[src/rtl/fifo_wr_arbiter_if.sv]
// Handshake bundle between the producer channels, the write arbiter and the dcfifo write port.
// master = producer/FIFO side, slave = arbiter.
interface fifo_wr_arbiter_if #(
  parameter int NREQ = 4,
  parameter int DW   = 8
) ();
  logic [NREQ-1:0]    req_valid;
  logic [NREQ*DW-1:0] req_data;
  logic [NREQ-1:0]    req_ready;
  logic [NREQ-1:0]    grant;
  logic               fifo_wr_en;
  logic [DW-1:0]      fifo_din;
  logic               fifo_full;
  logic               fifo_wr_rst_busy;
  logic               burst_done;

  modport master (
    output req_valid, req_data, fifo_full, fifo_wr_rst_busy,
    input  req_ready, grant, fifo_wr_en, fifo_din, burst_done
  );

  modport slave (
    input  req_valid, req_data, fifo_full, fifo_wr_rst_busy,
    output req_ready, grant, fifo_wr_en, fifo_din, burst_done
  );
endinterface

[src/rtl/fifo_wr_arbiter.sv]
// Round-robin burst arbiter sharing one dcfifo write port among NREQ producers.
// Define FIFO_WR_ARB_STATS_EN to add the stall_cnt/stall_clr full-stall counter.
//
// state | meaning
// IDLE  | no owner; pick next valid channel from rr_ptr_q upward
// BURST | channel own_q owns the write port until count, gap or abort
module fifo_wr_arbiter #(
  parameter int NREQ      = 4,
  parameter int DW        = 8,
  parameter int BURST_LEN = 16
) (
  input  logic             clk,
  input  logic             rst_n,
`ifdef FIFO_WR_ARB_STATS_EN
  input  logic             stall_clr,
  output logic [15:0]      stall_cnt,
`endif
  fifo_wr_arbiter_if.slave bus
);

  typedef enum logic {IDLE = 1'b0, BURST = 1'b1} state_t;

  state_t          state_q, state_d;
  logic [2:0]      rr_ptr_q, rr_ptr_d;
  logic [2:0]      own_q, own_d;
  logic [7:0]      beat_cnt_q, beat_cnt_d;
  logic [NREQ-1:0] grant_q, grant_d;
  logic            burst_done_q, burst_done_d;

  logic            wr_ok;
  logic            own_valid;
  logic [DW-1:0]   own_data;
  logic            xfer;
  logic            found;
  logic [2:0]      pick;

  assign wr_ok = ~bus.fifo_full & ~bus.fifo_wr_rst_busy;

  // grant_q is all zero outside BURST, so the owner mux also yields zero data when idle
  always_comb begin
    own_valid = 1'b0;
    own_data  = '0;
    for (int i = 0; i < NREQ; i++) begin
      if (grant_q[i]) begin
        own_valid = bus.req_valid[i];
        own_data  = bus.req_data[i*DW +: DW];
      end
    end
  end

  assign xfer           = own_valid & wr_ok;
  assign bus.req_ready  = grant_q & {NREQ{wr_ok}};
  assign bus.fifo_wr_en = xfer;
  assign bus.fifo_din   = own_data;
  assign bus.grant      = grant_q;
  assign bus.burst_done = burst_done_q;

  // first pass covers rr_ptr_q..NREQ-1, second pass wraps to the low channels
  always_comb begin
    found = 1'b0;
    pick  = '0;
    for (int j = 0; j < NREQ; j++) begin
      if (!found && bus.req_valid[j] && (3'(j) >= rr_ptr_q)) begin
        found = 1'b1;
        pick  = 3'(j);
      end
    end
    for (int j = 0; j < NREQ; j++) begin
      if (!found && bus.req_valid[j]) begin
        found = 1'b1;
        pick  = 3'(j);
      end
    end
  end

  always_comb begin
    state_d      = state_q;
    rr_ptr_d     = rr_ptr_q;
    own_d        = own_q;
    beat_cnt_d   = beat_cnt_q;
    grant_d      = grant_q;
    burst_done_d = 1'b0;
    case (state_q)
      IDLE: begin
        if (!bus.fifo_wr_rst_busy && found) begin
          state_d    = BURST;
          own_d      = pick;
          beat_cnt_d = '0;
          for (int j = 0; j < NREQ; j++) grant_d[j] = (3'(j) == pick);
        end
      end
      BURST: begin
        if (xfer) beat_cnt_d = beat_cnt_q + 8'd1;
        // a full FIFO only stalls; a gap is a missing word while the port could accept one
        if (bus.fifo_wr_rst_busy ||
            (xfer && (beat_cnt_q == 8'(BURST_LEN - 1))) ||
            (wr_ok && !own_valid)) begin
          state_d      = IDLE;
          grant_d      = '0;
          burst_done_d = 1'b1;
          rr_ptr_d     = (own_q == 3'(NREQ - 1)) ? 3'd0 : own_q + 3'd1;
        end
      end
    endcase
  end

  always_ff @(posedge clk or negedge rst_n) begin
    if (!rst_n) begin
      state_q      <= IDLE;
      rr_ptr_q     <= '0;
      own_q        <= '0;
      beat_cnt_q   <= '0;
      grant_q      <= '0;
      burst_done_q <= 1'b0;
    end else begin
      state_q      <= state_d;
      rr_ptr_q     <= rr_ptr_d;
      own_q        <= own_d;
      beat_cnt_q   <= beat_cnt_d;
      grant_q      <= grant_d;
      burst_done_q <= burst_done_d;
    end
  end

`ifdef FIFO_WR_ARB_STATS_EN
  logic [15:0] stall_cnt_q, stall_cnt_d;

  always_comb begin
    stall_cnt_d = stall_cnt_q;
    if (stall_clr) begin
      stall_cnt_d = '0;
    end else if ((state_q == BURST) && own_valid && bus.fifo_full &&
                 (stall_cnt_q != 16'hFFFF)) begin
      stall_cnt_d = stall_cnt_q + 16'd1;
    end
  end

  always_ff @(posedge clk or negedge rst_n) begin
    if (!rst_n) stall_cnt_q <= '0;
    else        stall_cnt_q <= stall_cnt_d;
  end

  assign stall_cnt = stall_cnt_q;
`endif

endmodule

[src/flat_wrapper.sv]
// flat-port wrapper written by rule: the top's interface ports become plain ports
module fifo_wr_arbiter_flat 
#(
  parameter int NREQ      = 4,
  parameter int DW        = 8,
  parameter int BURST_LEN = 16
)
  (clk, rst_n, bus_req_valid, bus_req_data, bus_fifo_full, bus_fifo_wr_rst_busy, bus_req_ready, bus_grant, bus_fifo_wr_en, bus_fifo_din, bus_burst_done);
  fifo_wr_arbiter_if #(.NREQ(NREQ), .DW(DW)) bus_i ();
  input  logic clk;
  input  logic rst_n;
  input wire logic [$bits(bus_i.req_valid)-1:0] bus_req_valid;
  input wire logic [$bits(bus_i.req_data)-1:0] bus_req_data;
  input wire logic [$bits(bus_i.fifo_full)-1:0] bus_fifo_full;
  input wire logic [$bits(bus_i.fifo_wr_rst_busy)-1:0] bus_fifo_wr_rst_busy;
  output wire logic [$bits(bus_i.req_ready)-1:0] bus_req_ready;
  output wire logic [$bits(bus_i.grant)-1:0] bus_grant;
  output wire logic [$bits(bus_i.fifo_wr_en)-1:0] bus_fifo_wr_en;
  output wire logic [$bits(bus_i.fifo_din)-1:0] bus_fifo_din;
  output wire logic [$bits(bus_i.burst_done)-1:0] bus_burst_done;
  assign bus_i.req_valid = bus_req_valid;
  assign bus_i.req_data = bus_req_data;
  assign bus_i.fifo_full = bus_fifo_full;
  assign bus_i.fifo_wr_rst_busy = bus_fifo_wr_rst_busy;
  assign bus_req_ready = bus_i.req_ready;
  assign bus_grant = bus_i.grant;
  assign bus_fifo_wr_en = bus_i.fifo_wr_en;
  assign bus_fifo_din = bus_i.fifo_din;
  assign bus_burst_done = bus_i.burst_done;
  fifo_wr_arbiter #(.NREQ(NREQ), .DW(DW), .BURST_LEN(BURST_LEN)) u_core (.clk(clk), .rst_n(rst_n), .bus(bus_i));
endmodule
[config.mk]
export PLATFORM = sky130hd
export DESIGN_NAME = fifo_wr_arbiter_flat
export DESIGN_NICKNAME = d
export VERILOG_FILES = /design/src/rtl/fifo_wr_arbiter_if.sv /design/src/rtl/fifo_wr_arbiter.sv /design/src/flat_wrapper.sv
export SDC_FILE = /design/constraint.sdc
export NUM_CORES = 1
export LEC_CHECK = 0
export ABC_AREA = 1
export ABC_CLOCK_PERIOD_IN_PS = 1900
export CAP_MARGIN = 20
export CORE_UTILIZATION = 42
export DETAILED_ROUTE_END_ITERATION = 10
export MAX_ROUTING_LAYER = met4
export PLACE_DENSITY = 0.8
export SLEW_MARGIN = 10
export SYNTH_ARGS = -nofsm -noshare
export SYNTH_HDL_FRONTEND = slang
export SYNTH_SLANG_ARGS = --single-unit
[constraint.sdc]
create_clock -name clk -period 1.9 [get_ports clk]
set_input_delay 0.285 -clock clk [delete_from_list [all_inputs] [get_ports clk]]
set_output_delay 0.285 -clock clk [all_outputs]
set_load 0.05 [all_outputs]
==> results of run 1 <==
metal layers:
| metal | vias up | track usage | routed length [um] |
|---|---|---|---|
| li1 | 765 | - | - |
| met1 | 794 | 0.338 | 2030 |
| met2 | 81 | 0.442 | 2810 |
| met3 | 14 | 0.0402 | 362 |
| met4 | 0 | 0.0408 | 170 |
| met5 | - | - | 0 |
path summary, 6_finish.rpt:
| check | start | end | slack [ns] | cells after the start |
|---|---|---|---|---|
| worst max-delay path | u_core.bus.grant[1] | bus_fifo_din[6] | -0.07 | 6 |
| worst min-delay path | rst_n | u_core.bus.grant[0] | 0.29 | 2 |
| worst max register to register | u_core.bus.grant[1] | u_core.bus.grant[0] | 0.09 | 12 |
| worst min register to register | u_core.own_q[1] | u_core.own_q[1] | 0.51 | 2 |
| max in group asynchronous | rst_n | u_core.bus.grant[3] | 1.39 | 2 |
| min in group clk | u_core.own_q[1] | u_core.own_q[1] | 0.51 | 2 |
worst register-to-register path, delay by kind of cell (launching register included):
kind | cells | cell delay [ns]
AO/OA/AOI/OAI | 1 | 0.20
buffers and inverters | 1 | 0.16
flip-flops | 1 | 0.47
AND/OR/NAND/NOR | 10 | 0.92
synthesized netlist by cell type, drive strengths merged:
cell    instances
dfrtp          18
buf             6
nand2          50
inv            17
nor2           30
nor3            3
o21ai           8
a21oi          10
clkbuf          1
ha              2
a221oi          8
xor2            2
or2             2
nand3b          1
nand4           3
mux2            1
o31ai           8
nand3          11
nor3b           2
clkinv          1
power groups by stage:
stage	clock, uW	combinational, uW	sequential (uW)
6_report	246	2860	705
5_1_grt	256	3000	728
4_1_cts	242	2230	761
3_5_place_dp	0	2150	764
3_3_place_gp	0	2110	753
2_1_floorplan	0	1520	763
flip-flops by register name (all words and copies together), names as in the netlist:
name and flops:
u_core.beat_cnt_q 8, u_core.bus.burst_done 1, u_core.bus.grant 4, u_core.own_q 2
u_core.rr_ptr_q 2, u_core.state_q 1
cell type report:
class,count,area (um2)
Multi-Input combinational cell,141,1020
Timing Repair Buffer,76,807
Sequential cell,18,458
Tap cell,31,38.8
Inverter,18,68.8
Clock buffer,4,36.3
Fill cell,147,425
kinds of logic (layout without fill, tap and decap cells):
kind of cell,after synthesis,after routing,share of synthesized area
and+or+nand+nor,102,102,0.346
AOI/OAI and AO/OA,34,34,0.185
buffers and inverters,25,98,0.0840
DFF,18,18,0.344
adders and majority gates,2,2,0.0191
xor gates and xnor gates,2,2,0.0134
muxes,1,1,0.00859
metrics by stage:
stage / area [um2] / hold slack, ns
floorplan: 1450 / -0.0106
global placement: 2090 / 0.476
detailed placement: 2090 / 0.487
CTS: 2170 / 0.304
global route: 2430 / 0.332
finish: 2430 / 0.293
layout by cell type (no fill, tap or decap), types with 6 or more instances in the layout:
cell	netlist	final
sky130_fd_sc_hd__a21oi_1	6	6
sky130_fd_sc_hd__a221oi_4	0	8
sky130_fd_sc_hd__buf_12	0	8
sky130_fd_sc_hd__buf_4	1	18
sky130_fd_sc_hd__buf_6	1	9
sky130_fd_sc_hd__clkdlybuf4s50_1	0	41
sky130_fd_sc_hd__dfrtp_1	18	14
sky130_fd_sc_hd__inv_1	16	15
sky130_fd_sc_hd__nand2_1	43	43
sky130_fd_sc_hd__nand3_1	11	11
sky130_fd_sc_hd__nor2_1	29	26
sky130_fd_sc_hd__o21ai_0	6	6
sky130_fd_sc_hd__o31ai_4	0	8
repair_timing:
action / 4_1_cts / 5_1_grt
buffers inserted: 3 / 10
pin swaps: 1 / 3
setup endpoints to repair: 9 / 9
gates resized for setup: 6 / 26
==> out/qor.txt, run 1 <==
antenna violations before repair - 0
clock-pin slew on the worst setup and hold paths - 0.12 ns
first-iteration detailed-routing DRC count - 118
CP delay by family, top - buffers and inverters
average instance area after synthesis - 7.13 um2
top cells by area in the synthesized netlist - sky130_fd_sc_hd__dfrtp_1 34%, sky130_fd_sc_hd__nand2_1 12%, sky130_fd_sc_hd__nor2_1 8.3%
Final Critical Period - 1.97 ns
Area Overhead vs Synth - 85.1%
TritonCTS Buffers - 3
fraction of post-synthesis cell area in the top cell type by area - 0.344
cell type with the highest aggregate area in the netlist - sky130_fd_sc_hd__dfrtp_1
required time at the worst-slack endpoint - 1.62 ns
Max VDD drop - 0.000848 V
count of state elements after synthesis - 18
vias in the first global route - 1,457
Setup Viol. Count Final - 9
Initial Utilization - 0.460
Worst path most repeated cell - sky130_fd_sc_hd__buf_6
clock latency on the worst-skew pair - 0.30 ns
row cnt - 19
cell leakage power - 0.00106 uW
detailed-route via count - 1,654
synthesized instance count - 184
cell-by-cell listing of the critical path - buf_6 -> nor2_4 -> buf_12 -> a221oi_4 -> o31ai_4 -> buf_6
Combinational Power Share - 0.750
count of final max-slew check failures - 0
summed instance area of the synthesized netlist - 1310 um2
net switching fraction of the power - 0.518
Hold Crit Class - in2async
overflow left after global routing - 0
maxcap violations - 0
drt drc - 4
# H-tree levels - 1
f_max - 508 MHz
Total Routed Length - 5370 um
crit path capture type - output pin
post-synth cell types - 30
Worst-Margin Slew - 0.491 ns
half-perimeter wire length of the detailed placement result - 3140 um
Die Footprint - 3350 um2
Power Dens Cells - 1570 nW/um2
share of power burned in registers - 0.185
syn nets - 226
maximum buffer depth of the clock tree - 2
antenna-violating nets left - 0
setup skew after layout - 0.0109 ns
sum of internal, switching and leakage power - 3810 uW
data arrival time of the critical path - 1.68 ns
failing checks - DRC, setup timing
largest net degree at the start of global routing - 19
unrepaired setup endpoints after global routing - true
setup tns final - -0.359 ns
type of origin of the critical path - flip-flop
CTS hold repair buffers - 0
Crit Path Category - reg2out
Die Ht - 57.9 um
synthesis warning total - 0
post-layout utilization of the core - 0.851
net count of the finished layout - 300
global-route wire length before repair - 6670 um
area of the core region - 2850 um2
switching power of the nets - 1970 uW
mean routed wirelength per cell - 18.6 um
slowest library cell on the worst path - sky130_fd_sc_hd__dfrtp_2
Clk pwr share - 0.065
antenna diode instance count - 0
longest individual stage delay on the worst path - 0.47 ns
filler-free cell count of the finished design - 288
TritonCTS clock tree - yes
Post-Place Worst Slack - 0.0272 ns
share of synthesized area occupied by flip-flops and latches - 0.344
Die X - 57.9 um
length of the first detailed-routing pass in iterations - 8
outcome - finished with violations
relative max-transition margin - 0.671
Final Hold Viols - 0
layout cells sized above 1 - 0.307
port bufs - 57
overall routing resource usage - 0.261
placed cells - 271
P_int - 1840 uW
via density per instance - 5.74
period utilization - 1.04
Critical Path Fanout Max - 8
Buf/Inv on CP - 3
I/O Pins - 58
final weighted congestion in routability-driven placement - 0.897
CTS sink cnt - 18
library cell used as clock root buffer - sky130_fd_sc_hd__clkbuf_4
least setup slack across all paths after layout - -0.0697 ns
Power figures use the tool's default switching activity.
==> run 2, diff against run 1 <==
Settings changed: CELL_PAD_IN_SITES_DETAIL_PLACEMENT set to 0, CELL_PAD_IN_SITES_GLOBAL_PLACEMENT set to 1, CORE_UTILIZATION 42 to 28, PLACE_DENSITY 0.8 to unset, PLACE_DENSITY_LB_ADDON set to 0.1, TNS_END_PERCENT set to 5.
==> run 2 against run 1 <==
The run now ends clean. Register-to-register slack better by 0.15 ns. Clock-buffer cell count did not move. Global-route usage is 8.3 points lower. Sequential power down 1%. Combinational power is 5% lower. Highest routed layer unchanged.
==> out/qor.txt, run 2 (same netlist as run 1, synthesis figures left out) <==
global-route wire length before repair - 6930 um
period utilization - 0.969
Critical Path Fanout Max - 7
leading cell type in the layout, fill and taps excluded - sky130_fd_sc_hd__nand2_1
clock-pin slew on the worst setup and hold paths - 0.07 ns
area of the core region - 4410 um2
antenna violations before repair - 0
antenna diode instance count - 0
port bufs - 57
TritonCTS Buffers - 3
maxcap violations - 0
TritonCTS clock tree - yes
relative max-transition margin - 0.671
least setup slack across all paths after layout - 0.0595 ns
Largest register FFs - 8
f_max - 543 MHz
Setup Viol. Count Final - 0
overall routing resource usage - 0.178
type of origin of the critical path - flip-flop
leading cell types in the layout, fill and taps excluded - 43 x sky130_fd_sc_hd__nand2_1, 41 x sky130_fd_sc_hd__clkdlybuf4s50_1, 26 x sky130_fd_sc_hd__nor2_1
half-perimeter wire length of the detailed placement result - 3060 um
cell leakage power - 0.00102 uW
worst hold margin - 0.361 ns
mean routed wirelength per cell - 13.7 um
overflow left after global routing - 0
Worst-Margin Slew - 0.492 ns
row cnt - 24
required time at the worst-slack endpoint - 1.62 ns
Die Footprint - 4960 um2
drt drc - 0
Total Routed Length - 4070 um
area taken by multi-input logic gates - 922 um2
antenna-violating nets left - 0
crit path capture type - output pin
Initial Utilization - 0.297
detailed-route via count - 1,440
library cell used as clock root buffer - sky130_fd_sc_hd__clkbuf_8
length of the first detailed-routing pass in iterations - 4
Final Critical Period - 1.84 ns
via density per instance - 4.83
# H-tree levels - 1
Worst Reg-to-Reg Cells - 11
post-layout utilization of the core - 0.531
Max VDD drop - 0.000510 V
clock latency on the worst-skew pair - 0.25 ns
outcome - finished, final reports clean
first-iteration detailed-routing DRC count - 52
Die X - 70.4 um
largest net degree at the start of global routing - 19
layout cells sized above 1 - 0.256
R2R Setup Slk - 0.24 ns
CTS hold repair buffers - 0
Final Hold Viols - 0
maximum buffer depth of the clock tree - 2
setup skew after layout - 0.00193 ns
sum of internal, switching and leakage power - 3740 uW
final weighted congestion in routability-driven placement - 0.766
Hold Crit Class - in2async
Area Overhead vs Synth - 78.7%
total of fill cells in the finished design - 421
data arrival time of the critical path - 1.56 ns
count of final max-slew check failures - 0
I/O Pins - 58
Post-Place Worst Slack - -0.000674 ns
Sequential cell area - 452 um2
CTS sink cnt - 18
net count of the finished layout - 289
vias in the first global route - 1,381
Power Dens Cells - 1590 nW/um2
Die Ht - 70.4 um
most flop-heavy register - u_core.beat_cnt_q
Crit Path Category - reg2out
[run 2: layout make-up]
cell class                      count  share of cell area
Inverter                           18              0.0304
Sequential cell                    18               0.193
Timing Repair Buffer               65               0.332
Tap cell                           52              0.0278
Clock buffer                        4              0.0235
Multi-Input combinational cell    141               0.393
[run 2: metal layers]
metal | routed length [um] | track usage | vias up | share of wire
li1 | - | - | 740 | -
met1 | 2080 | 0.258 | 658 | 0.51
met2 | 1770 | 0.256 | 38 | 0.44
met3 | 191 | 0.0274 | 4 | 0.047
met4 | 28 | 0.0444 | 0 | 0.0069
met5 | 0 | - | - | 0
[run 2: timing repair]
| action | 4_1_cts | 5_1_grt |
|---|---|---|
| gates cloned | 0 | 0 |
| gates resized for setup | 1 | 10 |
| setup buffers | 0 | 1 |
| endpoints found under the hold margin | 0 | 0 |
| setup endpoints to repair | 8 | 8 |
| pin swaps | 0 | 0 |
[run 2: power breakdown]
part,switching [uW],internal (uW),leakage [uW],total [uW]
sequential,174,523,0.000229,697
combinational,1510,1200,0.000759,2710
clock,140,184,0.0000288,324
[run 2: final timing paths]
path | startpoint | end
max reg2reg | u_core.bus.grant[2] | u_core.bus.grant[2]
max in group asynchronous | rst_n | u_core.bus.grant[2]
min reg2reg | u_core.own_q[1] | u_core.own_q[1]
max | u_core.bus.grant[2] | bus_fifo_wr_en
min | rst_n | u_core.own_q[0]
min in group clk | u_core.own_q[1] | u_core.own_q[1]
[run 2: worst max-delay path, cell delays in order, from the launching register on]
cell and delay, ns:
sky130_fd_sc_hd__dfrtp_2 0.48, sky130_fd_sc_hd__buf_4 0.20, sky130_fd_sc_hd__a21oi_2 0.15, sky130_fd_sc_hd__nand2_2 0.10
sky130_fd_sc_hd__a21oi_4 0.20, sky130_fd_sc_hd__buf_12 0.16
[run 2: through the flow]
stage          area (um2)  cells  setup TNS (ns)
5_1_grt              2340    298       -0.000762
6_report             2340    298               0
3_3_place_gp         2220    293         -0.0320
4_1_cts              2280    297               0
2_1_floorplan        1430    184           -2.16
3_5_place_dp         2220    293       -0.000674
